### src/rtl/mips_cpu_avalon_master.sv
// Avalon-MM bus master for the MIPS core: arbitrates fetch and load/store ports,
// steers byte lanes, replicates store data and sign/zero-extends load results.
module mips_cpu_avalon_master #(
  parameter int DATA_PRIORITY = 1
) (
  input  logic        clk,
  input  logic        reset,
  input  logic        if_req,
  input  logic [31:0] if_addr,
  output logic        if_ready,
  output logic [31:0] if_instr,
  output logic        if_error,
  input  logic        dm_req,
  input  logic        dm_write,
  input  logic [1:0]  dm_size,
  input  logic        dm_signed,
  input  logic [31:0] dm_addr,
  input  logic [31:0] dm_wdata,
  output logic        dm_ready,
  output logic [31:0] dm_rdata,
  output logic        dm_error,
  output logic [31:0] address,
  output logic [3:0]  byteenable,
  output logic        read,
  output logic        write,
  output logic [31:0] writedata,
  input  logic        waitrequest,
  input  logic [31:0] readdata,
  output logic        busy
);

  typedef enum logic [2:0] {S_IDLE, S_ISSUE, S_RDATA, S_ERR, S_RESP} state_t;

  state_t      state_q;
  logic        port_q, op_write_q, op_signed_q;
  logic [1:0]  op_size_q, op_ofs_q;
  logic        read_q, write_q, busy_q;
  logic [31:0] address_q, writedata_q;
  logic [3:0]  byteenable_q;
  logic        if_ready_q, if_error_q, dm_ready_q, dm_error_q;
  logic [31:0] if_instr_q, dm_rdata_q;

  logic        sel_data_s, any_req_s, req_write_s, req_bad_s;
  logic [31:0] req_addr_s;
  logic [1:0]  req_size_s;

  function automatic logic misaligned(input logic [1:0] size, input logic [1:0] ofs);
    case (size)
      2'b00:   misaligned = 1'b0;
      2'b01:   misaligned = ofs[0];
      2'b10:   misaligned = (ofs != 2'b00);
      default: misaligned = 1'b1;
    endcase
  endfunction

  function automatic logic [3:0] lane_enables(input logic [1:0] size, input logic [1:0] ofs);
    case (size)
      2'b00:   lane_enables = 4'b0001 << ofs;
      2'b01:   lane_enables = ofs[1] ? 4'b1100 : 4'b0011;
      default: lane_enables = 4'b1111;
    endcase
  endfunction

  function automatic logic [31:0] replicate(input logic [1:0] size, input logic [31:0] wd);
    case (size)
      2'b00:   replicate = {4{wd[7:0]}};
      2'b01:   replicate = {2{wd[15:0]}};
      default: replicate = wd;
    endcase
  endfunction

  function automatic logic [31:0] extract(input logic [1:0] size, input logic [1:0] ofs,
                                          input logic sgn, input logic [31:0] rd);
    logic [7:0]  b;
    logic [15:0] h;
    case (ofs)
      2'b00:   b = rd[7:0];
      2'b01:   b = rd[15:8];
      2'b10:   b = rd[23:16];
      default: b = rd[31:24];
    endcase
    h = ofs[1] ? rd[31:16] : rd[15:0];
    case (size)
      2'b00:   extract = {{24{sgn & b[7]}}, b};
      2'b01:   extract = {{16{sgn & h[15]}}, h};
      default: extract = rd;
    endcase
  endfunction

  // Arbitration and operand selection for the request sampled in IDLE.
  always_comb begin
    any_req_s  = if_req | dm_req;
    sel_data_s = dm_req & (~if_req | (DATA_PRIORITY != 0));
    if (sel_data_s) begin
      req_addr_s  = dm_addr;
      req_size_s  = dm_size;
      req_write_s = dm_write;
    end else begin
      req_addr_s  = if_addr;
      req_size_s  = 2'b10;
      req_write_s = 1'b0;
    end
    req_bad_s = misaligned(req_size_s, req_addr_s[1:0]);
  end

  // Transaction FSM with registered bus and response outputs.
  always_ff @(posedge clk or posedge reset) begin
    if (reset) begin
      state_q      <= S_IDLE;
      port_q       <= 1'b0;
      op_write_q   <= 1'b0;
      op_signed_q  <= 1'b0;
      op_size_q    <= 2'b00;
      op_ofs_q     <= 2'b00;
      read_q       <= 1'b0;
      write_q      <= 1'b0;
      busy_q       <= 1'b0;
      address_q    <= 32'd0;
      writedata_q  <= 32'd0;
      byteenable_q <= 4'd0;
      if_ready_q   <= 1'b0;
      if_error_q   <= 1'b0;
      dm_ready_q   <= 1'b0;
      dm_error_q   <= 1'b0;
      if_instr_q   <= 32'd0;
      dm_rdata_q   <= 32'd0;
    end else begin
      if_ready_q <= 1'b0;
      if_error_q <= 1'b0;
      dm_ready_q <= 1'b0;
      dm_error_q <= 1'b0;
      case (state_q)
        S_IDLE: begin
          if (any_req_s) begin
            port_q      <= sel_data_s;
            op_write_q  <= req_write_s;
            op_signed_q <= dm_signed;
            op_size_q   <= req_size_s;
            op_ofs_q    <= req_addr_s[1:0];
            busy_q      <= 1'b1;
            if (req_bad_s) begin
              state_q <= S_ERR;
            end else begin
              state_q      <= S_ISSUE;
              address_q    <= {req_addr_s[31:2], 2'b00};
              byteenable_q <= lane_enables(req_size_s, req_addr_s[1:0]);
              writedata_q  <= req_write_s ? replicate(req_size_s, dm_wdata) : 32'd0;
              read_q       <= ~req_write_s;
              write_q      <= req_write_s;
            end
          end
        end
        S_ISSUE: begin
          if (!waitrequest) begin
            read_q  <= 1'b0;
            write_q <= 1'b0;
            if (op_write_q) begin
              state_q    <= S_RESP;
              dm_ready_q <= 1'b1;
              dm_rdata_q <= 32'd0;
            end else begin
              state_q <= S_RDATA;
            end
          end
        end
        S_RDATA: begin
          state_q <= S_RESP;
          if (port_q) begin
            dm_ready_q <= 1'b1;
            dm_rdata_q <= extract(op_size_q, op_ofs_q, op_signed_q, readdata);
          end else begin
            if_ready_q <= 1'b1;
            if_instr_q <= readdata;
          end
        end
        S_ERR: begin
          state_q <= S_RESP;
          if (port_q) begin
            dm_ready_q <= 1'b1;
            dm_error_q <= 1'b1;
            dm_rdata_q <= 32'd0;
          end else begin
            if_ready_q <= 1'b1;
            if_error_q <= 1'b1;
            if_instr_q <= 32'd0;
          end
        end
        S_RESP: begin
          state_q <= S_IDLE;
          busy_q  <= 1'b0;
        end
        default: begin
          state_q <= S_IDLE;
          read_q  <= 1'b0;
          write_q <= 1'b0;
          busy_q  <= 1'b0;
        end
      endcase
    end
  end

  assign address    = address_q;
  assign byteenable = byteenable_q;
  assign read       = read_q;
  assign write      = write_q;
  assign writedata  = writedata_q;
  assign busy       = busy_q;
  assign if_ready   = if_ready_q;
  assign if_instr   = if_instr_q;
  assign if_error   = if_error_q;
  assign dm_ready   = dm_ready_q;
  assign dm_rdata   = dm_rdata_q;
  assign dm_error   = dm_error_q;

endmodule

### config.mk
export PLATFORM = sky130hd
export DESIGN_NAME = mips_cpu_avalon_master
export DESIGN_NICKNAME = d
export VERILOG_FILES = /design/src/rtl/mips_cpu_avalon_master.sv
export SDC_FILE = /design/constraint.sdc
export NUM_CORES = 1
export LEC_CHECK = 0
export BUFFER_PORTS_ARGS = -buffer_cell sky130_fd_sc_hd__buf_4
export CORE_ASPECT_RATIO = 1.75
export CORE_UTILIZATION = 25
export DETAILED_ROUTE_END_ITERATION = 16
export HOLD_SLACK_MARGIN = 0.02
export PLACE_DENSITY_LB_ADDON = 0.15
export SETUP_SLACK_MARGIN = 0.02
export SYNTH_ARGS = -nofsm -noshare
export SYNTH_HDL_FRONTEND = slang
export SYNTH_SLANG_ARGS = --single-unit
export TNS_END_PERCENT = 1
### constraint.sdc
create_clock -name clk -period 5.9 [get_ports clk]
set_clock_uncertainty 0.1 [all_clocks]
set_input_delay 0.885 -clock clk [delete_from_list [all_inputs] [get_ports clk]]
set_output_delay 0.885 -clock clk [all_outputs]
set_load 0.01 [all_outputs]
# --- Yosys cells after proc, flatten, opt, wreduce, memory -nomap -nowiden ---
# Index checks and enable logic that the tools add are counted.
word_totals:
  out_inout_bits: 139
  wordCells: 103
  register_bits: 147
  input_bits: 137
op_classes:
  n_reduce_logical: 17
  shifts: 1
  mux: 43
  eq_ne: 17
  bitwise_logic: 7
ops:
  columns: ["op", "n"]
  rows:
  - ["32-bit two-way mux", 8]
  - ["32-bit one-hot mux with 2 select lines", 3]
  - ["32-bit one-hot mux with 3 select lines", 1]
  - ["8-bit one-hot mux with 3 select lines", 1]
  - ["16-bit two-way mux", 1]
  - ["8-bit two-way mux", 2]
  - ["2-bit != test, second input constant", 8]
  - ["1-bit two-way mux", 14]
  - ["3-bit two-way mux", 3]
  - ["1-bit one-hot mux with 3 select lines", 3]
  - ["3-bit one-hot mux with 3 select lines", 1]
  - ["4-bit one-hot mux with 2 select lines", 1]
  - ["2-bit by 1-bit equality test with 1-bit output, second input constant", 3]
  - ["3-bit by 2-bit equality test with 1-bit output, second input constant", 2]
  - ["2-bit logical NOT", 3]
  - ["2-bit AND reduction", 3]
  - ["3-bit AND reduction", 2]
  - ["3-bit OR reduction", 2]
  - ["5-bit AND reduction", 1]
  - ["2-bit equality test, second input constant", 2]
  - ["2-bit two-way mux", 2]
  - ["4-bit two-way mux", 1]
  - ["1-bit NOT", 4]
  - ["1-bit one-hot mux with 2 select lines", 2]
  - ["other kinds (10)", 12]

# --- Longest topological paths before layout ---
# Gate-level depths: netlist (run 1).
depth:
  depth_word: 8
  ltp_mapped: 7
  ltp_nobuf: 4

# --- Least setup slack after synthesis (run 1) ---
# Ideal clock, no wire load.
synth_timing:
  kind: "input-to-reg"
  from: "in dm_size[1]"
  to: "reg address_q[10], in the netlist address[10]"
  path_buffers: 2
  setup_slack_ns: 3.607
  arrival_ns: 2.068
  required_ns: 5.675
  path_stages: 6
  path_cell_list: "buf_2 o21ai_1 a221oi_4 nor2_4 buf_6 mux2_4"
synth_between:
  elab_chain_len: 5
synth_lines:
  columns: ["item", "line", "rtl"]
  rows:
  - ["start: declaration", "15", "input logic [1:0] dm_size,"]
  - ["2-bit two-way mux *", "94", "if (sel_data_s) begin"]
  - ["2-bit equality test, or another cell as far along", "48", "case (size)"]
  - ["1-bit one-hot mux with 3 select lines *", "48", null]
  - ["1-bit NOT (no line) *", null, null]
  - ["3-bit AND reduction (no line) *", null, null]
  - ["end signal: assignment", "145", "address_q <= {req_addr_s[31:2], 2'b00};"]
  - ["end: declaration", "38", "logic [31:0] address_q, writedata_q;"]
# Every way passes the cells marked *; elsewhere a longest branch is shown, timed or not.
# A chain may end at the register's enable or synchronous reset.

# --- Worst setup path after layout (run 1) ---
layout_timing:
  from: "in dm_req"
  to: "reg address_q[24], in the netlist address[24]"
layout_between:
  elab_chain_len: 5
layout_lines:
  columns: ["item", "line", "rtl"]
  rows:
  - ["start: declaration", "13", "input logic dm_req,"]
  - ["2-bit two-way mux or 32-bit two-way mux (tied branches)", "94", null]
  - ["2-bit equality test, or another cell as far along", "48", null]
  - ["1-bit one-hot mux with 3 select lines", "48", null]
  - ["1-bit NOT (no line)", null, null]
  - ["3-bit AND reduction (no line)", null, null]
# Several ways; a longest one is shown, not always the timed one.

==> results of run 1 <==
==> worst min path at each step <==
stage | start | end | slack, ns | cells after the start
after floorplan | op_write_q$_DFFE_PP0P_ | op_write_q$_DFFE_PP0P_ | 0.39 | 2
after global placement | if_instr[25]$_DFFE_PP0P_ | if_instr[25]$_DFFE_PP0P_ | 0.36 | 2
after detailed placement | if_instr[27]$_DFFE_PP0P_ | if_instr[27]$_DFFE_PP0P_ | 0.37 | 2
after CTS | if_instr[27]$_DFFE_PP0P_ | if_instr[27]$_DFFE_PP0P_ | 0.39 | 2
after global routing | if_instr[10]$_DFFE_PP0P_ | if_instr[10]$_DFFE_PP0P_ | 0.41 | 2
final | if_instr[27]$_DFFE_PP0P_ | if_instr[27]$_DFFE_PP0P_ | 0.38 | 2
==> registers in the layout (all words and copies together) (netlist names) <==
name         cells
write            1
byteenable       4
if_instr        32
busy             1
state_q          3
read             1
writedata       32
port_q           1
if_error         1
dm_rdata        32
if_ready         1
op_size_q        2
op_signed_q      1
op_write_q       1
dm_ready         1
dm_error         1
op_ofs_q         2
address         30
==> area by class of cell <==
class	instances	area share (%)
clock inverters	13	1.461
clock buffers	19	4.483
well taps	373	4.619
flip-flops and latches	147	36.41
repair buffers	283	21.03
multi-input cells	406	31.32
inverters	17	0.6811
==> cells in the final DEF, fill, tap and decap left out, types with 6 or more instances in the layout <==
cell	netlist	routed
clkbuf_16	0	17
inv_6	0	6
mux2i_1	35	35
a22o_1	8	8
dfrtp_1	147	147
inv_1	16	15
nand2_1	79	79
mux2_2	43	43
mux2_4	39	39
o41ai_1	15	15
o2bb2ai_1	8	8
nand3_1	8	8
nor2_1	11	11
a221oi_1	15	15
a221o_1	17	17
o31ai_1	10	10
buf_4	4	283
o21ai_0	79	79
==> layer usage <==
metal | vias up | part of all wire [%] | GRT usage [%]
met3 | 28 | 5.2 | 3.209
met5 | - | 0 | 0
met1 | 2826 | 37 | 18.35
met4 | 0 | 3.1 | 8.665
li1 | 2779 | - | -
met2 | 205 | 55 | 30.97
==> stage by stage <==
step                cell area [um^2]  hold slack, ns  setup WS [ns]  instances
finish                         10100          0.3804          2.320       1258
CTS                            10100          0.3859          2.277       1258
global route                   10100          0.4103          2.100       1258
global placement                9503          0.3647          1.854       1226
floorplan                       7199          0.3911         0.9637        626
detailed placement              9503          0.3719          1.788       1226
==> cell families (layout without fill, tap and decap cells) <==
group                  count (synthesis)  count (layout)  share of synthesized area (%)
muxes                                117             117                          19.74
other                                  1               2                        0.05211
DFF                                  147             147                          51.12
AOI/OAI and AO/OA                    169             169                          16.69
buffers and inverters                 73             332                          5.112
and+or+nand+nor                      118             118                          7.286
==> worst register-to-register path: stages (launching register included) <==
cell     delay, ns
dfrtp_1       0.56
nor3_4        0.42
o21ai_4       0.12
nor2_4        0.68
buf_4         0.47
mux2_4        0.34
==> power breakdown <==
group | switching (mW) | total [mW] | internal (mW) | leakage [nW]
clock network | 0.471 | 1.12 | 0.651 | 0.283
logic | 1.01 | 2.10 | 1.10 | 2.72
registers | 0.333 | 1.78 | 1.45 | 1.87
==> flow_summary.toml, run 1 <==
[setup_path]
r2r-end = "address[24]$_DFFE_PP0P_"
critPathBufInv = 3
cpPeakStageDelay_ns = 0.69
cp-endpoint = "address[24]$_DFFE_PP0P_"
reg2reg_slack_ns = 3.11
rr_worst_depth = 5
cp_top_family = "buffers and inverters"
worstPathMaxFanout = 50
endpoint_kind = "flip-flop"
crit_path_start = "dm_req"
arrival_ns = 3.81
crit_chain = "buf_4, and2b_1, a221oi_4, buf_4, nor2_4, buf_4, mux2_4"
start_kind = "input pin"
criticalPathCategory = "input pin to flip-flop"
worstReg2RegStart = "state_q[0]$_DFFE_PP0P_"
cp.required_ns = 6.13
crit_top_cell = "buf_4"
cp_slowest_cell = "nor2_4"
worst-path-stages = 7

[status]
outcome = "finished, final reports clean"

[finish]
multi_input_area_mm2 = 0.003164
syn_to_final_growth_pct = 40.41
regArea_mm2 = 0.003679
drive_above_1_share_pct = 46.44
fin_nets = 1009
num-fill-cells = 2891
final_core_util_pct = 35.99
n_antenna_cell = 0

[route]
ant_nets = 0
route.vias.total = 5838
via_per_inst = 4.641
wl_per_cell_um = 19.44
drc_errors = 0
first_iter_violations = 275
drt-total-wl_um = 24460
firstDrtPassIters = 4

[synth]
synth.distinct_cells = 46
synth_top_area_cell = "dfrtp_1"
synth_edf_count = 0
syn-instance-count = 625
synth_area_per_cell_um2 = 11.51
synth_most_common_cell = "dfrtp_1"
netlist_top_cells_area = "dfrtp_1 (51%), mux2_4 (8.1%), mux2_2 (6.7%)"
synth_ff_type = "dfrtp_1"
syn-cell-area_mm2 = 0.007196
ys_seq_elements = 147
seq_area_frac_synth_pct = 51.12
ys_async_sr_fraction_pct = 100.0
yosysWarnings = 0
synth_top_area_share_pct = 51.12
netlist_top_cells_count = "dfrtp_1 (147), nand2_1 (79), o21ai_0 (79)"

[floorplan]
fp.coreArea_mm2 = 0.02807
die_area_mm2 = 0.02949
row_count = 81
initial_core_util_pct = 25.63
ios = 276
die_w_um = 130.2
fp.dieH_um = 226.4

[worst_hold_path]
min_path_type = "flip-flop to flip-flop"

[cts]
insertion_delay_ns = 0.44
cts_hold_buffers = 0
clock-sinks = 147
cts-htree-levels = 4
cts_setup_buffers = 0
cts.clk_slew.worst_paths_ns = 0.07
cts_resized = 0
cts_root_buf = "clkbuf_16"
cts_tree = "built"
clk_path_buf_depth = 2
cts_made_buffers = 17

[timing]
fmax_mhz = 279.3
period_needed_ns = 3.580
relSlewSlack_pct = 18.56
tightest_slew_ns = 1.215
final_hold_viol_count = 0
tns_ns = 0
setup_viol = 0
post-route-period-util_pct = 60.67
rsz0062_at_grt = "no"
drv_slew = 0

[placed_design]
io_buffers = 273
gp_congestion = 0.7809
place_hpwl_um = 18360

[power]
p_leak_nw = 4.872
power_mw = 5.005
ir_worst_vdd_mv = 0.2125
power_density_mw_per_mm2 = 495.4

[grt]
grt_first_pass_wirelength_um = 36540
globalRouteOverflowTotal = 0
grt_pass1_vias = 5929
grt_max_degree = 94
antenna_found_initial = 0
grt.total_usage_pct = 17.01

[flow_run]
cap_violations = 0
(Power assumes the default switching activity.)
==> inputs of run 2 (changes only) <==
clock period = 3.2 ns   (was 5.9 ns; I/O delays follow)
==> run 2 against run 1 <==
Critical endpoint is now address[13]$_DFFE_PP0P_. Sequential share of layout area down 0.29 points. Hold slack worse by 0.24 ns. Flip-flop and latch count unchanged. Register-to-register slack got worse by 2.2 ns. Critical path depth fell by 2. Die area unchanged. Total power rose by 84%. Largest cell class unchanged. Utilization increased by 0.29 points. Final cell count grew 0.40%. Critical path type is now flip-flop to flip-flop.
==> flow_summary.toml, run 2 (synthesized netlist as in run 1, its figures left out) <==
[finish]
mostFrequentLayoutCell = "buf_4"
n_antenna_cell = 0
fin_area_mm2 = 0.01018
syn_to_final_growth_pct = 41.52
final_cell_mix = "buf_4 (285), dfrtp_1 (147), nand2_1 (79), o21ai_0 (79), mux2_2 (43)"
final_core_util_pct = 36.27
drive_above_1_share_pct = 46.74
fin_nets = 1015

[route]
drt-total-wl_um = 24530
drc_errors = 0
first_iter_violations = 213
ant_nets = 0
wl_met2_um = 13850
wl_per_cell_um = 19.42
top_layer_used = "met4"
firstDrtPassIters = 4
drt-met1-wl_um = 8941
route.vias.total = 5862
via_per_inst = 4.641
wl_met3_um = 1166

[setup_path]
cp.required_ns = 3.42
crit_chain = "nor3_4, o21ai_4, nor2_4, buf_12, mux2_4"
cp_slowest_cell = "dfrtp_1"
rr_worst_depth = 5
worstReg2RegStart = "state_q[0]$_DFFE_PP0P_"
reg2reg_slack_ns = 0.95
r2r-end = "address[13]$_DFFE_PP0P_"
endpoint_kind = "flip-flop"
worstPathMaxFanout = 30
criticalPathCategory = "flip-flop to flip-flop"
arrival_ns = 2.47
start_kind = "flip-flop"
cpPeakStageDelay_ns = 0.54

[timing]
drv_slew = 0
tightest_slew_ns = 1.119
rsz0062_at_grt = "no"
final_hold_viol_count = 0
setup_ws_ns = 0.9509
period_needed_ns = 2.249
setup_viol = 0
hold_ws_ns = 0.1376
relSlewSlack_pct = 24.98
fmax_mhz = 444.6
tns_ns = 0
post-route-period-util_pct = 70.28

[grt]
grt_max_degree = 59
globalRouteOverflowTotal = 0
grt_first_pass_wirelength_um = 36740
grt.total_usage_pct = 17.06
antenna_found_initial = 0
grt_pass1_vias = 6067

[floorplan]
ios = 276
die_area_mm2 = 0.02949
initial_core_util_pct = 25.63
row_count = 81
fp.coreArea_mm2 = 0.02807
die_w_um = 130.2
fp.dieH_um = 226.4

[worst_hold_path]
min_path_type = "input pin to async pin"

[cts]
clk_path_buf_depth = 2
cts.clk_slew.worst_paths_ns = 0.07
cts_setup_buffers = 0
insertion_delay_ns = 0.43
cts_tree = "built"
cts_made_buffers = 17
clock-sinks = 147
cts_resized = 0
cts-htree-levels = 4
cts_hold_buffers = 0
cts_root_buf = "clkbuf_16"

[placed_design]
gp_congestion = 0.7402
pre_cts_ws_ns = 0.8421
io_buffers = 273
post_dp_cell_area_mm2 = 0.009597
place_hpwl_um = 18610

[power]
power_density_mw_per_mm2 = 902.2
p_leak_nw = 4.915
ir_worst_vdd_mv = 0.3605

[flow_run]
cap_violations = 0

[status]
outcome = "finished, final reports clean"
-- run 2: worst max-delay path: cells and delay by family, from the launching register on --
family,cells,cell delay (ns)
and+or+nand+nor,2,0.72
buffers and inverters,1,0.29
DFF,1,0.54
AOI/OAI and AO/OA,1,0.12
muxes,1,0.33
-- run 2: area by class of cell --
class                           instances  area (um^2)
Sequential cell                       147         3679
Inverter                               17        67.56
Clock buffer                           19        452.9
Timing Repair Buffer                  289         2220
Multi-Input combinational cell        406         3164
Tap cell                              373        466.7
Clock inverter                         12        133.9
Fill cell                            2880        17890
-- run 2: per-layer routing --
metal	GRT usage, %	vias up
met4	6.902	0
met2	31.91	189
met3	3.964	23
met1	17.88	2865
li1	-	2785
met5	0	-
-- run 2: worst max path at each step --
stage               cells after the start  slack [ns]                      end                   start
CTS                                     5        0.90  dm_rdata[8]$_DFFE_PP0P_  state_q[0]$_DFFE_PP0P_
global route                            5        0.78  dm_rdata[8]$_DFFE_PP0P_  state_q[0]$_DFFE_PP0P_
floorplan                               1        0.77  address[10]$_DFFE_PP0P_                   reset
finish                                  5        0.95  address[13]$_DFFE_PP0P_  state_q[0]$_DFFE_PP0P_
detailed placement                      6        0.84         read$_DFFE_PP0P_              dm_size[1]
global placement                        6        0.87         read$_DFFE_PP0P_              dm_size[1]
-- run 2: report_power, final --
| part | switching [mW] | internal [mW] | total (mW) |
|---|---|---|---|
| logic | 1.88 | 2.05 | 3.93 |
| registers | 0.571 | 2.67 | 3.24 |
| clock network | 0.834 | 1.19 | 2.02 |
| total | 3.28 | 5.90 | 9.19 |
-- run 2: stage by stage --
stage	power, mW	cells
detailed placement	7.306	1232
CTS	9.383	1263
global placement	7.266	1232
finish	9.187	1263
global route	9.832	1263
floorplan	5.366	626
==> inputs of run 3 (changes only) <==
ABC_AREA = 1   (was unset)
clock period = 2.2 ns   (was 3.2 ns; I/O delays follow)
==> run 3 against run 2 <==
Utilization up 0.34 points. Routed wire length up 1.8%. Area after synthesis down 1.5%. Flip-flop and latch count unchanged. First-iteration DRC count up 0.47%. Non-clock buffer count up 14. Cell area up 0.21%. Synthesized cell count up 33%. Sequential power up 43%. Critical path depth up 2. Hold slack worse by 0.089 ns. Sequential share of layout area down 0.075 points. Critical endpoint is now dm_rdata[28]$_DFFE_PP0P_.
==> flow_summary.toml, run 3 <==
[timing]
drv_slew = 0
rsz0062_at_grt = "no"
period_needed_ns = 1.906
tightest_slew_ns = 0.5646
relSlewSlack_pct = 61.96
setup_viol = 0
post-route-period-util_pct = 86.65
fmax_mhz = 524.5
final_hold_viol_count = 0
setup_ws_ns = 0.2936
hold_ws_ns = 0.04847

[synth]
syn-cell-area_mm2 = 0.007091
synth_compound_area_share_pct = 14.77
ys_seq_elements = 147
synth_edf_count = 0
synth_ff_type = "dfrtp_1"
synthMuxAreaShare_pct = 4.235
synth_xor_area_share_pct = 0
netlist_top_cells_area = "dfrtp_1 (52%), nand2_1 (13%), o21ai_0 (7.8%)"
syn-instance-count = 829
synth.distinct_cells = 33
synth_area_per_cell_um2 = 8.553
synth-simple-area-share_pct = 21.55
synth_most_common_cell = "nand2_1"
synth_top_area_cell = "dfrtp_1"
seq_area_frac_synth_pct = 51.88
synth_top_area_share_pct = 51.88
netlist_top_cells_count = "nand2_1 (243), dfrtp_1 (147), o21ai_0 (110)"
yosysWarnings = 0
ys_async_sr_fraction_pct = 100.0
synth_top_family_by_area = "simple AND/OR/NAND/NOR gates"
synthAdderAreaFrac_pct = 0

[cts]
clk_path_buf_depth = 2
cts.clk_slew.worst_paths_ns = 0.07
clock-sinks = 147
cts_made_buffers = 17
cts_root_buf = "clkbuf_16"
insertion_delay_ns = 0.44
cts-htree-levels = 4
cts_tree = "built"

[floorplan]
fp.dieH_um = 224.8
ios = 276
fp.coreArea_mm2 = 0.02787
die_w_um = 129.3
die_area_mm2 = 0.02907
row_count = 81
initial_core_util_pct = 25.44

[finish]
final_cell_mix = "buf_4 (295), nand2_1 (243), dfrtp_1 (147), o21ai_0 (110), nand3_1 (60)"
n_antenna_cell = 0
num-fill-cells = 2988
drive_above_1_share_pct = 33.66
multi_input_area_mm2 = 0.002883
regArea_mm2 = 0.003679
fin_nets = 1241
syn_to_final_growth_pct = 43.92
mostFrequentLayoutCell = "buf_4"
instances_no_fill = 1490
fin_area_mm2 = 0.01020

[setup_path]
endpoint_kind = "flip-flop"
arrival_ns = 2.13
start_kind = "flip-flop"
rr_worst_depth = 7
worstPathMaxFanout = 16
cp.required_ns = 2.43
criticalPathCategory = "flip-flop to flip-flop"

[grt]
grt_max_degree = 61
grt_pass1_vias = 6825
grt_first_pass_wirelength_um = 38610
antenna_found_initial = 0
grt.total_usage_pct = 18.11
globalRouteOverflowTotal = 0

[status]
outcome = "finished, final reports clean"

[power]
swShare_pct = 39.08
power_frac_clock_pct = 22.1
p_seq_share_pct = 34.5
p_leak_nw = 5.297
p_sw_mw = 5.265
ir_worst_vdd_mv = 0.5403
power_density_mw_per_mm2 = 1320
internal-power_mw = 8.209
power_mw = 13.47
combPwrFrac_pct = 43.5

[route]
drt-total-wl_um = 24960
firstDrtPassIters = 4
route.vias.total = 6612
first_iter_violations = 214
wl_per_cell_um = 16.75
ant_nets = 0
via_per_inst = 4.438
drc_errors = 0

[placed_design]
place_inst = 1455
io_buffers = 273
place_hpwl_um = 19320
gp_congestion = 0.8424
post_dp_cell_area_mm2 = 0.009579
pre_cts_ws_ns = 0.2362

[worst_hold_path]
min_path_type = "input pin to flip-flop"
holdPathStages = 3

[flow_run]
cap_violations = 0
==> run 3: cells by family after synthesis <==
kind of cell	Yosys count
other cells	1
compound gates	189
mux	30
buf+inv	109
simple gates	353
flops	147
==> run 3: final timing paths <==
path / end / start / slack, ns
max in group asynchronous: writedata[6]$_DFFE_PP0P_ / reset / 0.96
min in group asynchronous: address[31]$_DFFE_PP0P_ / reset / 0.39
max reg2reg: dm_rdata[28]$_DFFE_PP0P_ / op_ofs_q[1]$_DFFE_PP0P_ / 0.29
max: dm_rdata[28]$_DFFE_PP0P_ / op_ofs_q[1]$_DFFE_PP0P_ / 0.29
min: if_instr[3]$_DFFE_PP0P_ / readdata[3] / 0.05
min reg2reg: write$_DFFE_PP0P_ / write$_DFFE_PP0P_ / 0.37
==> run 3: timing repair <==
item / 4_1_cts / 5_1_grt
gates resized for setup: 0 / 0
hold endpoints to repair: 19 / 0
hold buffers: 3 / 0
setup buffers: 0 / 0
==> run 3: critical path: stages (launching register included) <==
cell     delay (ns)
dfrtp_1        0.51
inv_1          0.12
nand3_1        0.08
nand3_1        0.13
nand3_2        0.19
nand3_2        0.36
nand3_1        0.22
nand2_1        0.06
==> run 3: per-stage QoR <==
step	util [%]	setup TNS [ns]
2_1_floorplan	-	-11.32
3_3_place_gp	34.37	0
3_5_place_dp	34.37	0
4_1_cts	36.61	0
5_1_grt	36.61	0
6_report	36.61	0
==> run 3: cell type report <==
type / instances / area share (%)
Tap cell: 373 / 4.573
Inverter: 61 / 2.317
Clock inverter: 14 / 1.533
Multi-Input combinational cell: 574 / 28.25
Sequential cell: 147 / 36.05
Clock buffer: 18 / 4.304
Timing Repair Buffer: 303 / 22.98
==> run 3: layer usage <==
layer  vias to the layer above  GRT usage (%)  wire, um
li1                       3259              -         -
met1                      3079          17.61      8760
met2                       232          34.39     13850
met3                        42          4.781      1441
met4                         0          8.880       910
met5                         -              0         0
==> run 3: power groups by stage <==
stage / Clock (mW) / Combinational (mW) / Sequential (mW)
after floorplan: 0 / 2.50 / 5.09
after global placement: 0 / 5.95 / 4.69
after detailed placement: 0 / 5.98 / 4.69
after CTS: 3.06 / 6.00 / 4.66
after global routing: 3.14 / 6.54 / 4.82
final: 2.98 / 5.85 / 4.64
